### src/rtl/front_panel_seq.sv
// front_panel_seq: Altair front-panel EXAMINE/DEPOSIT sequencer that injects
// opcode/address bytes onto the CPU data-in path and issues panel memory writes.
module front_panel_seq #(
    parameter int                    DATA_WIDTH = 8,
    parameter int                    ADDR_WIDTH = 16,
    parameter logic [DATA_WIDTH-1:0] JMP_OPCODE = 8'hC3,
    parameter logic [DATA_WIDTH-1:0] NOP_OPCODE = 8'h00
) (
    input  logic                  clk,
    input  logic                  reset_n,
    input  logic                  rd,
    input  logic                  examine,
    input  logic                  examine_next,
    input  logic                  deposit,
    input  logic                  deposit_next,
    input  logic [ADDR_WIDTH-1:0] sw_addr,
    input  logic [DATA_WIDTH-1:0] sw_data,
    output logic [DATA_WIDTH-1:0] data_out,
    output logic                  inject,
    output logic                  busy,
    output logic                  mem_we,
    output logic [ADDR_WIDTH-1:0] mem_addr,
    output logic [DATA_WIDTH-1:0] mem_wdata,
    output logic [ADDR_WIDTH-1:0] cur_addr
);
    localparam int AB = ADDR_WIDTH / DATA_WIDTH;
    localparam int IW = $clog2(AB + 1);

    typedef enum logic [1:0] {IDLE, SEND, WRITE} state_t;

    state_t                state_q, state_d;
    logic [IW-1:0]         idx_q, idx_d;
    logic                  exam_q, exam_d;
    logic                  dn_q, dn_d;
    logic [ADDR_WIDTH-1:0] sh_q, sh_d;
    logic                  prev_rd_q, prev_rd_d;
    logic [DATA_WIDTH-1:0] data_out_q, data_out_d;
    logic                  inject_q, inject_d;
    logic                  busy_q, busy_d;
    logic                  mem_we_q, mem_we_d;
    logic [DATA_WIDTH-1:0] mem_wdata_q, mem_wdata_d;
    logic [ADDR_WIDTH-1:0] cur_addr_q, cur_addr_d;
    logic                  fall;

    always_comb begin
        state_d     = state_q;
        idx_d       = idx_q;
        exam_d      = exam_q;
        dn_d        = dn_q;
        sh_d        = sh_q;
        data_out_d  = data_out_q;
        inject_d    = inject_q;
        busy_d      = busy_q;
        mem_wdata_d = mem_wdata_q;
        cur_addr_d  = cur_addr_q;
        mem_we_d    = 1'b0;
        prev_rd_d   = rd;
        fall        = prev_rd_q & ~rd;
        case (state_q)
            IDLE: begin
                if (examine) begin
                    state_d    = SEND;
                    exam_d     = 1'b1;
                    idx_d      = '0;
                    sh_d       = sw_addr;
                    cur_addr_d = sw_addr;
                    data_out_d = JMP_OPCODE;
                    inject_d   = 1'b1;
                    busy_d     = 1'b1;
                end else if (examine_next || deposit_next) begin
                    state_d    = SEND;
                    exam_d     = 1'b0;
                    dn_d       = ~examine_next;
                    idx_d      = '0;
                    data_out_d = NOP_OPCODE;
                    inject_d   = 1'b1;
                    busy_d     = 1'b1;
                    if (!examine_next) mem_wdata_d = sw_data;
                end else if (deposit) begin
                    state_d     = WRITE;
                    mem_we_d    = 1'b1;
                    busy_d      = 1'b1;
                    mem_wdata_d = sw_data;
                end
            end
            SEND: begin
                // The captured address is shifted out low byte first, one byte per fall.
                if (fall && exam_q && idx_q != IW'(AB)) begin
                    idx_d      = idx_q + 1'b1;
                    data_out_d = sh_q[DATA_WIDTH-1:0];
                    sh_d       = sh_q >> DATA_WIDTH;
                end else if (fall) begin
                    inject_d   = 1'b0;
                    cur_addr_d = exam_q ? cur_addr_q : cur_addr_q + 1'b1;
                    state_d    = (!exam_q && dn_q) ? WRITE : IDLE;
                    mem_we_d   = !exam_q && dn_q;
                    busy_d     = !exam_q && dn_q;
                end
            end
            WRITE: begin
                state_d = IDLE;
                busy_d  = 1'b0;
            end
            default: state_d = IDLE;
        endcase
    end

    always_ff @(posedge clk) begin
        if (!reset_n) begin
            state_q     <= IDLE;
            idx_q       <= '0;
            exam_q      <= 1'b0;
            dn_q        <= 1'b0;
            sh_q        <= '0;
            prev_rd_q   <= 1'b0;
            data_out_q  <= '0;
            inject_q    <= 1'b0;
            busy_q      <= 1'b0;
            mem_we_q    <= 1'b0;
            mem_wdata_q <= '0;
            cur_addr_q  <= '0;
        end else begin
            state_q     <= state_d;
            idx_q       <= idx_d;
            exam_q      <= exam_d;
            dn_q        <= dn_d;
            sh_q        <= sh_d;
            prev_rd_q   <= prev_rd_d;
            data_out_q  <= data_out_d;
            inject_q    <= inject_d;
            busy_q      <= busy_d;
            mem_we_q    <= mem_we_d;
            mem_wdata_q <= mem_wdata_d;
            cur_addr_q  <= cur_addr_d;
        end
    end

    assign data_out  = data_out_q;
    assign inject    = inject_q;
    assign busy      = busy_q;
    assign mem_we    = mem_we_q;
    assign mem_addr  = cur_addr_q;
    assign mem_wdata = mem_wdata_q;
    assign cur_addr  = cur_addr_q;
endmodule

### config.mk
export PLATFORM = sky130hd
export DESIGN_NAME = front_panel_seq
export DESIGN_NICKNAME = d
export VERILOG_FILES = /design/src/rtl/front_panel_seq.sv
export SDC_FILE = /design/constraint.sdc
export NUM_CORES = 1
export LEC_CHECK = 0
export ABC_AREA = 1
export CORE_UTILIZATION = 25
export CTS_CLUSTER_SIZE = 40
export DETAILED_ROUTE_END_ITERATION = 12
export PLACE_DENSITY = 0.44
export SYNTH_ARGS = -nofsm -noshare
export SYNTH_HDL_FRONTEND = slang
export SYNTH_SLANG_ARGS = --single-unit
### constraint.sdc
create_clock -name clk -period 3.3 [get_ports clk]
set_input_delay 0.66 -clock clk [delete_from_list [all_inputs] [get_ports clk]]
set_output_delay 0.66 -clock clk [all_outputs]
set_load 0.05 [all_outputs]
==> run_results.csv, run 1 <==
group,metric,value,unit
grt,grt_overflow,0,
clocking,cts_buffer_depth,2,
power_and_ir_drop,power_frac_seq,34.3,%
synthesis,yosysTopAreaCell,"dfxtp_1",
clocking,cts-hold-fix-buffers,0,
grt,grt_pass1_wl,14100,um
synthesis,synth.net_count,475,
synthesis,yosys_register_bits,58,
timing,worst_hold_slack,462,ps
critical_path,crit_buf_inv,1,
finish,antenna-diode-count,0,
critical_path,cp_max_fo,8,
critical_path,start_kind,"flip-flop",
power_and_ir_drop,pwr-share-clk,34.0,%
timing,slew_headroom,62.5,%
synthesis,synthFlopType,"dfxtp_1",
place,hpwlAfterDp,6030,um
finish,syn_to_final_growth,36.1,%
timing,setup_tns,0,ps
timing,setup_viol,0,
power_and_ir_drop,p_leak,1.69,nW
floorplan,dieArea,0.0123,mm2
synthesis,netlist_instances,442,
critical_path,worstRegToRegCells,8,
synthesis,synth_area_leaders,"dfxtp_1, nand2_1, nor2_1, o21ai_0, a21oi_1",
critical_path,cp.required,2640,ps
timing,rsz0062_at_grt,"no",
clocking,clk_pin_slew_worst_paths,50,ps
floorplan,start_util,25.8,%
power_and_ir_drop,power_switching,0.939,mW
place,placed_area,0.00376,mm2
clocking,numCtsBuffers,9,
power_and_ir_drop,p_total,2.50,mW
timing,slew_viol_final,0,
clocking,clock-sinks,58,
critical_path,timing.rr.end,"cur_addr[4]",
critical_path,arrival,1700,ps
critical_path,crit_slowest_cell,"clkdlybuf4s50_1",
timing,hold_viol,0,
synthesis,synth_common_cells,"nand2_1, nor2_1, dfxtp_1, o21ai_0, a21oi_1",
clocking,htree_num_levels,3,
grt,grt_max_degree,43,
critical_path,r2r-start,"state_q[1]",
floorplan,core-area,0.0115,mm2
power_and_ir_drop,ir_drop,0.280,mV
floorplan,num_io_pins,82,
clocking,cts_setup_buffers,0,
timing,worst_pin_slew,558,ps
detailed_routing,drtIter0Drc,122,
synthesis,yosysWarnings,0,
floorplan,die_height,111,um
synthesis,syn_area,0.00296,mm2
critical_path,cp_cell_sequence,"clkdlybuf4s50_1",
detailed_routing,post-route-drc-count,0,
finish,drive_above_1_share,6.65,%
grt,grt_antenna_before_repair,0,
floorplan,fp.dieW,111,um
timing,finalClockSkew,3.40,ps
critical_path,crit_family,"buffers and inverters",
power_and_ir_drop,pwr_density_cell,620,mW/mm2
finish,fin_area,0.00403,mm2
place,place.gp.congestion,0.751,
run_status,status,"finished, final reports clean",
power_and_ir_drop,p_sw_share,37.5,%
clocking,cts_resized,0,
grt,grt_usage,14.4,%
synthesis,synthArstFlopShare,0,%
detailed_routing,via_per_inst,4.55,
synthesis,syn_area_per_cell,6.70,um2
synthesis,synthDistinctLibCells,29,
clocking,clkLatencyLatePin,320,ps
clocking,cts_tree,"built",
timing,fmax,423,MHz
critical_path,ff2ff_setup_slack,1550,ps
synthesis,synth_top_area_share,39.2,%
synthesis,synth.most_common_cell,"nand2_1",
grt,grt_pass1_vias,2886,
floorplan,rows,39,
critical_path,crit_type,"reg -> out",
clocking,root_buffer,"clkbuf_16",
min_path,hp-class,"reg -> reg",
min_path,min_from,"sh_q[13]",
power_and_ir_drop,cellInternalPower,1.56,mW
place,portBuffers,81,
finish,nFillCells,1264,
critical_path,cp-end-kind,"output port",
timing,fin_crit,2360,ps
finish,fin_nets,539,
detailed_routing,wirelength,8570,um
timing,min_period_over_period,71.6,%
job,drv_cap,0,
min_path,hold_depth,2,
detailed_routing,num_vias,2974,
detailed_routing,wl_per_cell,13.1,um
detailed_routing,dr.pass1.iters,4,
synthesis,synth_edf_count,0,
synthesis,ys_seq_area_share,39.2,%
critical_path,max_stage_delay,880,ps
detailed_routing,postRouteAntennaNets,0,
min_path,whs_endpoint,"sh_q[13]",
power_and_ir_drop,comb_power_share,31.7,%
-- logic make-up after synthesis --
kind of cell    after synthesis  share of synthesized area, %
compound gates               87                          16.1
flops                        58                          39.2
buf+inv                      66                          11.7
fa+ha+maj                     2                         0.845
simple gates                229                          32.2
-- tightest hold or removal path: cells and delay by family, from the launching register on --
kind	cells	cell delay (ps)
AOI/OAI and AO/OA	1	50
DFF	1	310
and+or+nand+nor	1	60
-- layout make-up --
cell class              count  area [um2]  share of cell area, %
well taps                 143         179                   4.44
clock buffers              11         243                   6.02
repair buffers             83         826                   20.5
inverters                  36         138                   3.41
clock inverters             5        30.0                  0.745
flip-flops and latches     58        1160                   28.8
multi-input cells         318        1460                   36.1
-- metrics by stage --
stage | instances | util (%) | worst slack, ps
after floorplan | 442 | - | 1550
after global placement | 638 | 32.8 | 1110
after detailed placement | 638 | 32.8 | 1080
after CTS | 654 | 35.2 | 938
after global routing | 654 | 35.2 | 901
final | 654 | 35.2 | 936
-- power by group through the flow --
stage / combinational, mW / sequential, mW / clock, mW
finish: 0.792 / 0.858 / 0.851
global route: 0.853 / 0.871 / 0.902
CTS: 0.798 / 0.859 / 0.873
detailed placement: 0.794 / 0.873 / 0
global placement: 0.794 / 0.872 / 0
floorplan: 0.411 / 1.03 / 0
-- registers in the layout (all words and copies together), names as in the netlist --
register   flops
cur_addr      16
sh_q          16
data_out       8
mem_wdata      8
idx_q          2
state_q        2
busy           1
dn_q           1
exam_q         1
inject         1
mem_we         1
prev_rd_q      1
-- how the worst max path moves through the flow --
stage / startpoint / to / cells past startpoint
final: cur_addr[10] / cur_addr[10] / 1
after detailed placement: examine / cur_addr[8] / 8
after global placement: rd / data_out[4] / 9
after global routing: cur_addr[10] / cur_addr[10] / 1
after CTS: cur_addr[10] / cur_addr[10] / 1
after floorplan: cur_addr[0] / cur_addr[6] / 8
-- layer usage --
metal  global-route usage (%)  vias up  wire [um]
met1                     18.1     1351       4100
met2                     24.2       76       3950
met3                     2.90       11        353
met4                     5.60        0        162
li1                         -     1536          -
met5                        0        -          0
-- layout by cell type, fill, tap and decap left out, drive strengths merged --
master,synthesis,routed
a211oi,2,2
a21boi,1,1
a21oi,34,34
a221oi,1,1
buf,25,2
clkbuf,5,11
clkdlybuf4s50,0,81
clkinv,1,4
clkinvlp,0,2
dfxtp,58,58
ha,2,2
inv,35,35
nand2,118,118
nand3,25,25
nand4,5,5
nor2,80,80
nor3,1,1
o21ai,45,45
o21bai,4,4
(Power assumes the default switching activity.)
==> inputs of run 2 (changes only) <==
clock period = 2.3 ns   (was 3.3 ns; I/O delays follow)
==> run 2 against run 1 <==
Effect of this change:
- sequential share of layout area decreased by 0.44 points
- global-route usage shrank 0.33 points
- sequential cell count stayed put
- critical path depth unchanged
- non-clock buffer count up 4
- sequential power increased by 42%
- register-to-register slack got worse by 970 ps
- first-iteration DRC count rose by 37%
- clock-buffer cell count shrank 1
- critical endpoint is now mem_addr[10]
- highest routed layer unchanged
==> run_results.csv, run 2 (same netlist as run 1, synthesis figures left out) <==
group,metric,value,unit
timing,slew_headroom,66.3,%
clocking,numCtsBuffers,9,
critical_path,arrival,1670,ps
critical_path,max_stage_delay,860,ps
power_and_ir_drop,power_frac_seq,32.9,%
power_and_ir_drop,pwr-share-clk,36.2,%
run_status,status,"finished, final reports clean",
detailed_routing,num_vias,2977,
detailed_routing,dr.pass1.iters,4,
clocking,clk_pin_slew_worst_paths,50,ps
power_and_ir_drop,power_switching,1.36,mW
critical_path,worstRegToRegCells,10,
finish,seq_area,0.00116,mm2
critical_path,start_kind,"flip-flop",
power_and_ir_drop,p_leak,1.72,nW
floorplan,start_util,25.8,%
critical_path,ff2ff_setup_slack,580,ps
power_and_ir_drop,cellInternalPower,2.37,mW
job,drv_cap,0,
finish,syn_to_final_growth,38.2,%
critical_path,crit_slowest_cell,"clkdlybuf4s50_1",
timing,slew_viol_final,0,
floorplan,core-area,0.0115,mm2
floorplan,dieArea,0.0123,mm2
timing,min_period_over_period,92.5,%
grt,grt_overflow,0,
grt,grt_pass1_vias,2806,
clocking,cts-hold-fix-buffers,0,
min_path,hp-class,"reg -> reg",
power_and_ir_drop,comb_power_share,31.0,%
clocking,cts_resized,0,
clocking,htree_num_levels,3,
grt,grt_pass1_wl,13900,um
place,portBuffers,81,
critical_path,timing.rr.end,"busy",
critical_path,cp.required,1840,ps
timing,rsz0062_at_grt,"no",
clocking,cts_tree,"built",
critical_path,crit_cells,1,
detailed_routing,drtIter0Drc,167,
finish,multi_input_area,0.00146,mm2
clocking,root_buffer,"clkbuf_16",
grt,grt_usage,14.1,%
floorplan,die_height,111,um
floorplan,rows,39,
clocking,clock-sinks,58,
timing,worst_pin_slew,503,ps
timing,finalClockSkew,6.58,ps
critical_path,crit_family,"buffers and inverters",
place,place.gp.congestion,0.753,
timing,hold_viol,0,
critical_path,cp_max_fo,8,
finish,drive_above_1_share,7.57,%
detailed_routing,via_per_inst,4.52,
clocking,cts_setup_buffers,0,
timing,fmax,470,MHz
critical_path,cp_cell_sequence,"clkdlybuf4s50_1",
critical_path,crit_type,"reg -> out",
grt,grt_max_degree,43,
critical_path,cp-end-kind,"output port",
floorplan,num_io_pins,82,
finish,layout_commonest_cell,"nand2_1",
detailed_routing,postRouteAntennaNets,0,
power_and_ir_drop,pwr_density_cell,909,mW/mm2
finish,nFillCells,1253,
floorplan,fp.dieW,111,um
finish,antenna-diode-count,0,
place,hpwlAfterDp,6030,um
detailed_routing,wl_per_cell,12.8,um
grt,grt_antenna_before_repair,0,
detailed_routing,wirelength,8440,um
critical_path,r2r-start,"state_q[1]",
power_and_ir_drop,ir_drop,0.422,mV
finish,fin_nets,543,
timing,setup_viol,0,
timing,fin_crit,2130,ps
power_and_ir_drop,p_sw_share,36.4,%
critical_path,crit_buf_inv,1,
clocking,clkLatencyLatePin,320,ps
clocking,cts_buffer_depth,2,
finish,final_cell_mix,"nand2_1, clkdlybuf4s50_1, nor2_1, dfxtp_1, o21ai_0",
power_and_ir_drop,p_total,3.72,mW
timing,setup_tns,0,ps
critical_path,endpoint,"mem_addr[10]",
detailed_routing,post-route-drc-count,0,
critical_path,critPathLaunch,"cur_addr[10]",
-- run 2: cell count changes in the layout (fill, tap and decap cells not counted) --
cell,before,now
clkinvlp_4,2,3
buf_4,2,6
clkinv_4,0,1
clkinv_2,3,1
bufinv_16,0,1
clkbuf_1,1,0
-- run 2: worst min path at each step --
stage | from | end | slack (ps) | cells after the start
2_1_floorplan | sh_q[14] | sh_q[14] | 440 | 2
3_3_place_gp | sh_q[8] | sh_q[8] | 450 | 2
3_5_place_dp | sh_q[15] | sh_q[15] | 450 | 2
4_1_cts | sh_q[9] | sh_q[9] | 460 | 2
5_1_grt | sh_q[12] | sh_q[12] | 480 | 2
6_report | sh_q[15] | sh_q[15] | 460 | 2
-- run 2: routing by layer --
layer | track usage (%) | part of all wire [%]
met4 | 5.33 | 1.4
met3 | 3.50 | 4.6
met1 | 18.5 | 48
met2 | 22.2 | 46
met5 | 0 | 0
-- run 2: tightest hold or removal path, delay by kind of cell, from the launching register on --
kind | cells | cell delay, ps
compound gates | 1 | 50
flops | 1 | 300
simple gates | 1 | 60
-- run 2: layout make-up --
| cell class | count | area share (%) |
|---|---|---|
| inverter | 36 | 3.36 |
| clock buffer | 10 | 5.84 |
| sequential | 58 | 28.4 |
| tap | 143 | 4.37 |
| timing repair buffer | 87 | 20.9 |
| multi-input combinational | 318 | 35.5 |
| clock inverter | 6 | 1.62 |
-- run 2: through the flow --
step / instances / setup slack [ps] / hold slack, ps / util [%] / area (um2)
after global routing: 658 / 119 / 482 / 35.7 / 4090
after detailed placement: 642 / 299 / 453 / 33.0 / 3790
after global placement: 642 / 319 / 452 / 33.0 / 3790
after CTS: 658 / 148 / 461 / 35.7 / 4090
final: 658 / 173 / 460 / 35.7 / 4090
after floorplan: 442 / 554 / 439 / - / 2960
-- run 2: power by group through the flow --
stage	combinational [mW]	sequential [mW]	clock, mW
after detailed placement	1.16	1.25	0
after global routing	1.24	1.24	1.43
final	1.15	1.22	1.35
after CTS	1.16	1.23	1.38
after global placement	1.16	1.25	0
after floorplan	0.590	1.48	0
